[src/rtl/xif_mem_pkg.sv]
// Shared types and helpers for the CV-X-IF memory responder.
package xif_mem_pkg;

    localparam int unsigned XifIdWidth = 4;

    typedef enum logic [1:0] {
        MemByte = 2'd0,
        MemHalf = 2'd1,
        MemWord = 2'd2
    } mem_size_e;

    typedef struct packed {
        logic [XifIdWidth-1:0] id;
        logic                  we;
        logic [1:0]            offset;
        mem_size_e             size;
    } mem_meta_t;

    function automatic logic [3:0] mem_be(input logic [1:0] size, input logic [1:0] offset);
        logic [3:0] base;
        case (size)
            MemByte: base = 4'b0001;
            MemHalf: base = 4'b0011;
            default: base = 4'b1111;
        endcase
        return base << offset;
    endfunction

    // Size 3 is illegal and reported as misaligned.
    function automatic logic mem_misaligned(input logic [1:0] size, input logic [1:0] offset);
        logic mis;
        case (size)
            MemByte: mis = 1'b0;
            MemHalf: mis = offset[0];
            MemWord: mis = (offset != 2'b00);
            default: mis = 1'b1;
        endcase
        return mis;
    endfunction

endpackage

[src/rtl/xif_mem_meta_fifo.sv]
// In-order FIFO of per-transaction metadata for granted OBI accesses.
module xif_mem_meta_fifo
    import xif_mem_pkg::*;
#(
    parameter int unsigned DEPTH = 2
) (
    input  logic      clk_i,
    input  logic      rst_ni,
    input  logic      push_i,
    input  mem_meta_t push_data_i,
    input  logic      pop_i,
    output mem_meta_t head_o,
    output logic      full_o,
    output logic      empty_o
);
    localparam int unsigned PtrW = (DEPTH > 1) ? $clog2(DEPTH) : 1;
    localparam int unsigned CntW = $clog2(DEPTH + 1);
    localparam logic [PtrW-1:0] LastPtr = PtrW'(DEPTH - 1);
    localparam logic [CntW-1:0] FullCnt = CntW'(DEPTH);

    mem_meta_t       r_mem [DEPTH];
    logic [PtrW-1:0] r_wr_ptr;
    logic [PtrW-1:0] r_rd_ptr;
    logic [CntW-1:0] r_cnt;
    logic            w_push;
    logic            w_pop;

    assign full_o  = (r_cnt == FullCnt);
    assign empty_o = (r_cnt == '0);
    assign head_o  = r_mem[r_rd_ptr];
    assign w_pop   = pop_i & ~empty_o;
    // A pop frees the slot being written when full.
    assign w_push  = push_i & (~full_o | w_pop);

    always_ff @(posedge clk_i or negedge rst_ni) begin
        if (!rst_ni) begin
            r_wr_ptr <= '0;
            r_rd_ptr <= '0;
            r_cnt    <= '0;
        end else begin
            if (w_push) begin
                r_wr_ptr <= (r_wr_ptr == LastPtr) ? '0 : r_wr_ptr + 1'b1;
            end
            if (w_pop) begin
                r_rd_ptr <= (r_rd_ptr == LastPtr) ? '0 : r_rd_ptr + 1'b1;
            end
            case ({w_push, w_pop})
                2'b10:   r_cnt <= r_cnt + 1'b1;
                2'b01:   r_cnt <= r_cnt - 1'b1;
                default: r_cnt <= r_cnt;
            endcase
        end
    end

    always_ff @(posedge clk_i) begin
        if (w_push) begin
            r_mem[r_wr_ptr] <= push_data_i;
        end
    end

endmodule

[src/rtl/xif_mem_responder.sv]
// CV-X-IF memory request/result responder driving the core's OBI data port.
// One request register, in-order outstanding tracking, one result per accepted request.
module xif_mem_responder
    import xif_mem_pkg::*;
#(
    parameter int unsigned ADDR_WIDTH      = 32,
    parameter int unsigned DATA_WIDTH      = 32,
    parameter int unsigned ID_WIDTH        = XifIdWidth,
    parameter int unsigned MAX_OUTSTANDING = 2
) (
    input  logic                  clk_i,
    input  logic                  rst_ni,
    input  logic                  x_mem_valid_i,
    output logic                  x_mem_ready_o,
    input  logic [ID_WIDTH-1:0]   x_mem_id_i,
    input  logic [ADDR_WIDTH-1:0] x_mem_addr_i,
    input  logic                  x_mem_we_i,
    input  logic [1:0]            x_mem_size_i,
    input  logic [DATA_WIDTH-1:0] x_mem_wdata_i,
    input  logic                  x_mem_last_i,
    output logic                  x_mem_result_valid_o,
    output logic [ID_WIDTH-1:0]   x_mem_result_id_o,
    output logic [DATA_WIDTH-1:0] x_mem_result_rdata_o,
    output logic                  x_mem_result_err_o,
    output logic                  data_req_o,
    input  logic                  data_gnt_i,
    output logic [ADDR_WIDTH-1:0] data_addr_o,
    output logic                  data_we_o,
    output logic [3:0]            data_be_o,
    output logic [DATA_WIDTH-1:0] data_wdata_o,
    input  logic                  data_rvalid_i,
    input  logic [DATA_WIDTH-1:0] data_rdata_i,
    input  logic                  data_err_i
);
    localparam int unsigned CntW = $clog2(MAX_OUTSTANDING + 1);
    localparam logic [CntW-1:0] MaxCnt = CntW'(MAX_OUTSTANDING);

    logic                  r_active;
    logic                  r_req_full;
    logic [ID_WIDTH-1:0]   r_id;
    logic [ADDR_WIDTH-1:0] r_addr;
    logic                  r_we;
    logic [1:0]            r_size;
    logic [DATA_WIDTH-1:0] r_wdata;
    logic [CntW-1:0]       r_count;
    logic                  r_res_valid;
    logic [ID_WIDTH-1:0]   r_res_id;
    logic [DATA_WIDTH-1:0] r_res_rdata;
    logic                  r_res_err;

    logic                  w_in_mis;
    logic                  w_req_mis;
    logic                  w_accept;
    logic                  w_gnt;
    logic                  w_rsp;
    logic                  w_mis_done;
    mem_meta_t             w_push_meta;
    mem_meta_t             w_head;
    logic                  w_fifo_full;
    logic                  w_fifo_empty;
    logic [DATA_WIDTH-1:0] w_shifted;
    logic [DATA_WIDTH-1:0] w_load_data;
    logic                  w_unused;

    assign w_unused = ^{x_mem_last_i, w_fifo_full, w_fifo_empty};

    assign w_in_mis   = mem_misaligned(x_mem_size_i, x_mem_addr_i[1:0]);
    assign w_req_mis  = mem_misaligned(r_size, r_addr[1:0]);
    // Misaligned requests bypass the bus, so they wait for an idle pipeline to keep order.
    assign x_mem_ready_o = r_active & ~r_req_full & (r_count < MaxCnt) &
                           (~w_in_mis | ((r_count == '0) & ~r_res_valid));
    assign w_accept   = x_mem_valid_i & x_mem_ready_o;
    assign data_req_o = r_req_full & ~w_req_mis;
    assign w_gnt      = data_req_o & data_gnt_i;
    assign w_mis_done = r_req_full & w_req_mis;
    assign w_rsp      = data_rvalid_i & (r_count != '0);

    assign data_addr_o  = {r_addr[ADDR_WIDTH-1:2], 2'b00};
    assign data_we_o    = r_we;
    assign data_be_o    = r_req_full ? mem_be(r_size, r_addr[1:0]) : 4'b0000;
    assign data_wdata_o = r_wdata << {r_addr[1:0], 3'b000};

    assign w_push_meta.id     = XifIdWidth'(r_id);
    assign w_push_meta.we     = r_we;
    assign w_push_meta.offset = r_addr[1:0];
    assign w_push_meta.size   = mem_size_e'(r_size);

    xif_mem_meta_fifo #(
        .DEPTH(MAX_OUTSTANDING)
    ) u_meta_fifo (
        .clk_i      (clk_i),
        .rst_ni     (rst_ni),
        .push_i     (w_gnt),
        .push_data_i(w_push_meta),
        .pop_i      (w_rsp),
        .head_o     (w_head),
        .full_o     (w_fifo_full),
        .empty_o    (w_fifo_empty)
    );

    always_comb begin
        w_shifted   = data_rdata_i >> {w_head.offset, 3'b000};
        w_load_data = w_shifted;
        case (w_head.size)
            MemByte: w_load_data = DATA_WIDTH'(w_shifted[7:0]);
            MemHalf: w_load_data = DATA_WIDTH'(w_shifted[15:0]);
            default: w_load_data = w_shifted;
        endcase
    end

    always_ff @(posedge clk_i or negedge rst_ni) begin
        if (!rst_ni) begin
            r_active   <= 1'b0;
            r_req_full <= 1'b0;
            r_id       <= '0;
            r_addr     <= '0;
            r_we       <= 1'b0;
            r_size     <= 2'b00;
            r_wdata    <= '0;
        end else begin
            r_active <= 1'b1;
            if (w_accept) begin
                r_req_full <= 1'b1;
                r_id       <= x_mem_id_i;
                r_addr     <= x_mem_addr_i;
                r_we       <= x_mem_we_i;
                r_size     <= x_mem_size_i;
                r_wdata    <= x_mem_wdata_i;
            end else if (w_gnt || w_mis_done) begin
                r_req_full <= 1'b0;
            end
        end
    end

    always_ff @(posedge clk_i or negedge rst_ni) begin
        if (!rst_ni) begin
            r_count <= '0;
        end else begin
            case ({w_gnt, w_rsp})
                2'b10:   r_count <= r_count + 1'b1;
                2'b01:   r_count <= r_count - 1'b1;
                default: r_count <= r_count;
            endcase
        end
    end

    always_ff @(posedge clk_i or negedge rst_ni) begin
        if (!rst_ni) begin
            r_res_valid <= 1'b0;
            r_res_id    <= '0;
            r_res_rdata <= '0;
            r_res_err   <= 1'b0;
        end else begin
            r_res_valid <= w_rsp | w_mis_done;
            if (w_rsp) begin
                r_res_id    <= ID_WIDTH'(w_head.id);
                r_res_err   <= data_err_i;
                r_res_rdata <= w_head.we ? '0 : w_load_data;
            end else if (w_mis_done) begin
                r_res_id    <= r_id;
                r_res_err   <= 1'b1;
                r_res_rdata <= '0;
            end
        end
    end

    assign x_mem_result_valid_o = r_res_valid;
    assign x_mem_result_id_o    = r_res_id;
    assign x_mem_result_rdata_o = r_res_rdata;
    assign x_mem_result_err_o   = r_res_err;

    a_rvalid_outstanding: assert property (
        @(posedge clk_i) disable iff (!rst_ni) data_rvalid_i |-> (r_count != '0)
    ) else $warning("xif_mem_responder: data_rvalid_i ignored, no transaction outstanding");

endmodule

[config.mk]
export PLATFORM = sky130hd
export DESIGN_NAME = xif_mem_responder
export DESIGN_NICKNAME = d
export VERILOG_FILES = /design/src/rtl/xif_mem_pkg.sv /design/src/rtl/xif_mem_meta_fifo.sv /design/src/rtl/xif_mem_responder.sv
export SDC_FILE = /design/constraint.sdc
export NUM_CORES = 1
export LEC_CHECK = 0
export ABC_CLOCK_PERIOD_IN_PS = 2250
export BUFFER_PORTS_ARGS = -buffer_cell sky130_fd_sc_hd__buf_4
export CORE_AREA = 2 2 116 118
export CTS_BUF_LIST = sky130_fd_sc_hd__clkbuf_4
export CTS_CLUSTER_DIAMETER = 60
export DETAILED_ROUTE_END_ITERATION = 8
export DIE_AREA = 0 0 118 120
export GPL_TIMING_DRIVEN = 0
export PLACE_DENSITY = 0.9
export REMOVE_ABC_BUFFERS = 1
export SLEW_MARGIN = 25
export SYNTH_ARGS = -nofsm -noshare
export SYNTH_HDL_FRONTEND = slang
export SYNTH_SLANG_ARGS = --single-unit
export TNS_END_PERCENT = 1
[constraint.sdc]
create_clock -name clk_i -period 2.25 [get_ports clk_i]
set_input_delay 0.225 -clock clk_i [delete_from_list [all_inputs] [get_ports clk_i]]
set_output_delay 0.225 -clock clk_i [all_outputs]
set_load 0.005 [all_outputs]
== Word level (Yosys, flattened, before mapping) ==
Memories as Yosys holds them, arrays and structs flattened.
Cells that the tools add are included.
Storage, ports and cells
  flip-flop bits (word level): 117
  bits in writable memories: 18
  memories: 1
Memory list
  u_meta_fifo.r_mem: depth 2, bits a word 9, read ports 1, clocked after memory_dff 0, wr ports 1, RTL line xif_mem_meta_fifo.sv:21  | mem_meta_t r_mem [DEPTH];
Operators by class
  add/sub/neg operators: 6
  magnitude comparators: 1
  equal/unequal tests: 10
  shift operators: 3
  mux-type cells: 20
  bitwise operators: 20
  reduce and logical (&&, ||, !) cells: 13
Operators with widths (count)
  two-way mux 32 bit: 3
  case mux 32 bit (2 select lines): 1
  left shift 32 x 5 -> 32 bit: 1
  >> shifter 32 x 5 -> 32 bit: 1
  nonzero test 2 bit: 7
  two-way mux 4 bit: 3
  bitwise AND 1 bit: 11
  == test 2 x 1 -> 1 bit (second input constant): 5
  == test 2 bit (second input constant): 5
  zero test 2 bit: 5
  two-way mux 1 bit: 8
  case mux 2 bit (2 select lines): 2
  case mux 4 bit (2 select lines): 1
  NOT 1 bit: 6
  case mux 1 bit (3 select lines): 2
  adder 2 x 1 -> 2 bit (second input constant): 2
  left shift 4 x 2 -> 4 bit: 1
  subtractor 2 x 1 -> 2 bit (second input constant): 2
  bitwise OR 1 bit: 3
  adder 1 bit (second input constant): 2
  < comparator 2 bit (second input constant): 1
  logical OR 1 bit: 1

== Depth between registers and ports, before layout ==
  word-level depth: 8
  depth in mapped cells: 8
  mapped depth without buffers: 8

== Hierarchy ==
Synthesis repeated with hierarchy kept, for this count alone.
Second synthesis, totals
  cell total of the unflattened synthesis: 523
  area, all modules: 6556.3 um^2
Modules (own cells, without submodules)
  xif_mem_responder: instances 1, cells each 467, area an instance 5645.4 um^2
  xif_mem_meta_fifo: instances 1, cells each 56, area an instance 910.9 um^2

== Least setup slack after synthesis ==
Ideal clock, no wire load.
  path kind: register -> register
  start point: reg r_size[0]
  end point: mem u_meta_fifo.r_mem[1][0] (netlist bit), enable pin
  setup time: 0.374 ns
  arrival: 1.624 ns
  slack: 0.252 ns
  stages on the path, launching flop included: 6
  path buffers: 0
  path through: dfrtp_1 > nor3_1 > o21ai_0 > inv_1 > o311ai_2 > nor2_1
On the way
  cells in the longest elaborated chain, start to end: 8
  elaborated cells between the ends (all ways): 10
  those cells by class: 2 x eq/ne; 3 x mux; 4 x bitwise; 1 x reduce/logical
Ends and longest elaborated chain
  start, declared: RTL line xif_mem_responder.sv:43  | logic [1:0] r_size;
  start signal, assigned: RTL line xif_mem_responder.sv:127  | r_size <= x_mem_size_i;
  == test 2 bit (tied with other cells): RTL line xif_mem_pkg.sv:32  | case (size)
  case mux 1 bit (3 select lines) (*): RTL line xif_mem_pkg.sv:32
  NOT 1 bit (*): RTL line xif_mem_responder.sv:73  | assign data_req_o = r_req_full & ~w_req_mis;
  bitwise AND 1 bit (*): RTL line xif_mem_responder.sv:73
  named net data_req_o: RTL line xif_mem_responder.sv:25  | output logic data_req_o,
  bitwise AND 1 bit (*): RTL line xif_mem_responder.sv:74  | assign w_gnt = data_req_o & data_gnt_i;
  bitwise AND 1 bit (*): RTL line xif_mem_meta_fifo.sv:33  | assign w_push = push_i & (~full_o | w_pop);
  two-way mux 1 bit (*): RTL line xif_mem_meta_fifo.sv:56  | if (w_push) begin
  two-way mux 1 bit (implied by the code) (*): RTL line xif_mem_meta_fifo.sv:57  | r_mem[r_wr_ptr] <= push_data_i;
  end, declared: RTL line xif_mem_meta_fifo.sv:21
Mark *: on every way through the listed nets, which the timed path passes. The rest lies on a longest branch.

== Worst setup path after layout ==
  start point: reg r_addr[1]
  end point: out data_wdata_o[21]
On the way
  cells in the longest elaborated chain, start to end: 1
Ends and longest elaborated chain
  start, declared: RTL line xif_mem_responder.sv:41  | logic [ADDR_WIDTH-1:0] r_addr;
  start signal, assigned: RTL line xif_mem_responder.sv:125  | r_addr <= x_mem_addr_i;
  left shift 32 x 5 -> 32 bit: RTL line xif_mem_responder.sv:81  | assign data_wdata_o = r_wdata << {r_addr[1:0], 3'b000};
  end, declared: RTL line xif_mem_responder.sv:30  | output logic [DATA_WIDTH-1:0] data_wdata_o,
No other way between the ends.

==> results.json <==
{
  "firstDrtPassIters": 5,
  "gp_congestion": 0.8291,
  "worstPathMaxFanout": 22,
  "drc": 0,
  "syn-cell-area_sq_mm": 0.006649,
  "ant_nets": 0,
  "syn_avg_cell_area_sq_um": 13.24,
  "antenna_found_initial": 0,
  "ys.flop_type": "dfrtp_1",
  "synthMuxAreaShare_pct": 22.77,
  "seq_area_frac_synth_pct": 52.16,
  "hp-class": "in -> reg",
  "ys.warnings.count": 0,
  "cts_buffer_depth": 2,
  "grt_pass1_wl_mm": 29.25,
  "power_w": 0.01179,
  "num_vias": 5207,
  "final_nets": 893,
  "coreArea_sq_mm": 0.01298,
  "vias_per_cell": 5.368,
  "hold_viol": 0,
  "pin_count": 219,
  "ys_ff_latch": 135,
  "min_period_ns": 2.173,
  "drive_above_1_share_pct": 44.71,
  "cp_data_required_time_ns": 2.03,
  "ir_drop_v": 0.0007528,
  "io_buffers": 215,
  "routed_wl_mm": 18.37,
  "n_fill_cell": 784,
  "cts-root-buf": "clkbuf_4",
  "fmax_ghz": 0.4602,
  "synth_async_sr_flop_share_pct": 86.67,
  "synthCells": 502,
  "worstMarginPinSlew_ns": 0.8293,
  "leakagePower_nw": 4.675,
  "cts_sinks": 135,
  "critical_path_arrival_ns": 1.95,
  "synth_compound_area_share_pct": 10.05,
  "clkTransAtPathRegs_ns": 0.13,
  "rsz0062_at_grt": "yes",
  "wl_per_cell_um": 18.94,
  "fp-row-count": 42,
  "crit_type": "reg -> out",
  "antenna-diode-count": 0,
  "start_util_pct": 51.22,
  "cts_tree": "built",
  "synth_adder_area_share_pct": 0.3764,
  "drtIter0Drc": 349,
  "ys_types": 41,
  "grt_util_all_layers_pct": 26.53,
  "timing.slew.headroom_pct": 44.62,
  "cp-start-kind": "flip-flop",
  "areaGrowthSynthToFinish_pct": 42.89,
  "synthSimpleGateAreaFrac_pct": 6.135,
  "cap_viol_max_count": 0,
  "worst_clock_skew_ns": 0.02082,
  "overflow": 0,
  "final_core_util_pct": 73.19,
  "cellPowerDensity_mw_per_mm2": 1241,
  "clock_latency_ns": 0.52,
  "dp.final_hpwl_mm": 11.01,
  "grt_pass1_vias": 5482,
  "die_y_um": 120,
  "htreeDepth": 4,
  "setup_violations": 0,
  "crit_path_end_kind": "primary output",
  "finalCritPeriodShare_pct": 96.58,
  "synth_edf_count": 18,
  "synth_top_family_by_area": "multiplexers",
  "run_status": "complete, no violations",
  "synth_xor_area_share_pct": 1.054,
  "dieArea_sq_mm": 0.01416,
  "cts_made_buffers": 17,
  "final_max_slew_viol_count": 0,
  "die_w_um": 118,
  "grt_max_degree": 72
}
==> cell usage in the layout, fill, tap and decap left out, drive strengths merged, types with 7 or more instances in the layout <==
cell type	count
o22ai	8
nor2	22
o21ai	11
clkbuf	18
dfrtp	117
mux2i	47
o2bb2ai	8
clkinv	7
buf	229
a22o	19
edfxtp	18
a211oi	9
a21o	8
a31oi	8
inv	7
and2	9
nor2b	9
a21oi	18
dlygate4sd3	88
nand2	28
mux2	70
==> cell usage after synthesis (3+ instances only) <==
library cell / number / area (sq um)
xnor2_1: 6 / 52.55
inv_1: 4 / 15.01
buf_6: 3 / 33.78
dfrtp_1: 117 / 2928
edfxtp_1: 18 / 540.5
mux2_4: 66 / 991.0
a21oi_1: 18 / 90.09
buf_12: 6 / 120.1
buf_2: 9 / 45.04
o21ai_0: 11 / 55.05
a21o_1: 8 / 60.06
mux2i_1: 45 / 450.4
nand2_1: 28 / 105.1
nor2_1: 20 / 75.07
a22o_1: 19 / 166.4
buf_4: 33 / 247.7
a31oi_1: 8 / 50.05
o22ai_1: 8 / 50.05
mux2_2: 4 / 45.04
o21a_1: 5 / 37.54
o2bb2ai_1: 8 / 70.07
and2_1: 9 / 56.30
nor2b_1: 9 / 56.30
clkbuf_1: 7 / 26.28
a211oi_1: 8 / 60.06
nor3_1: 5 / 25.02
==> final timing paths <==
path,from,end,slack [ns],depth (start not counted)
worst min register to register,x_mem_result_rdata_o[6],x_mem_result_rdata_o[6],0.51,1
worst max register to register,r_addr[1],u_meta_fifo.r_cnt[1],0.10,8
worst min-delay path,data_rdata_i[17],x_mem_result_rdata_o[17],0.08,3
max in group asynchronous,rst_ni,r_addr[0],1.27,3
min in group asynchronous,rst_ni,x_mem_result_id_o[2],0.29,2
worst max-delay path,r_addr[1],data_wdata_o[21],0.08,4
==> metal layers <==
metal / vias to the layer above / wire length [um] / global-route usage [%]
li1: 2331 / - / -
met5: - / 0 / 0
met1: 2561 / 7431 / 32.45
met2: 277 / 9078 / 44.48
met3: 38 / 1363 / 7.034
met4: 0 / 495 / 11.52
==> final cells by class <==
type	count	area (sq um)	share of cell area (%)
clock inverters	14	173.9	1.831
multi-input cells	306	2788	29.34
clock buffers	18	135.1	1.422
well taps	176	220.2	2.318
inverters	4	15.01	0.1580
flip-flops and latches	135	3477	36.60
repair buffers	317	2691	28.33
==> worst max-delay path, stage by stage (launching register included) <==
cell and delay (ns):
dfrtp_4 0.65, nor2b_4 0.39, nand2_1 0.11, o21ai_0 0.11, buf_4 0.15
==> metrics by stage <==
step | cell area, sq um | TNS (ns) | hold slack (ns) | std cells | setup slack [ns]
final | 9500 | 0 | 0.08149 | 970 | 0.07703
after detailed placement | 8143 | -17.45 | 0.2976 | 841 | -0.5401
after global routing | 9500 | -0.3816 | 0.04203 | 970 | -0.07119
after floorplan | 6180 | -126.46 | -0.07059 | 445 | -1.467
after global placement | 8014 | -214.53 | 0.4388 | 836 | -2.157
after CTS | 9422 | -0.02277 | 0.008925 | 965 | -0.01430
==> state kept, by name, indices dropped and copies added (netlist names) <==
name	cells
r_addr	32
r_id	4
u_meta_fifo.r_rd_ptr	1
r_req_full	1
x_mem_result_id_o	4
x_mem_result_err_o	1
x_mem_result_rdata_o	32
r_active	1
u_meta_fifo.r_wr_ptr	1
x_mem_result_valid_o	1
r_wdata	32
r_size	2
r_count	2
u_meta_fifo.r_cnt	2
u_meta_fifo.r_mem	18
data_we_o	1
==> repair_timing <==
action                                  in CTS  in global routing
resized for setup                           14                  8
setup buffers                                4                  5
endpoints found under the hold margin      157                  0
hold buffers                                88                  0
endpoints found under the setup margin      71                 59
pin swaps                                    0                  2
==> logic make-up (layout without fill, tap and decap cells) <==
logic type | count (synthesis) | in the layout
xor gates and xnor gates | 8 | 8
and+or+nand+nor | 81 | 81
other | 2 | 3
buffers and inverters | 62 | 353
DFF | 135 | 135
muxes | 117 | 117
adders and majority gates | 2 | 2
AOI/OAI and AO/OA | 95 | 95
==> report_power, final <==
group          switching [W]  internal (W)  total (W)
clock network       0.000951      0.000794    0.00175
logic                0.00224       0.00333    0.00557
registers           0.000961       0.00351    0.00447
No activity file was read; power rests on OpenSTA's default activity.
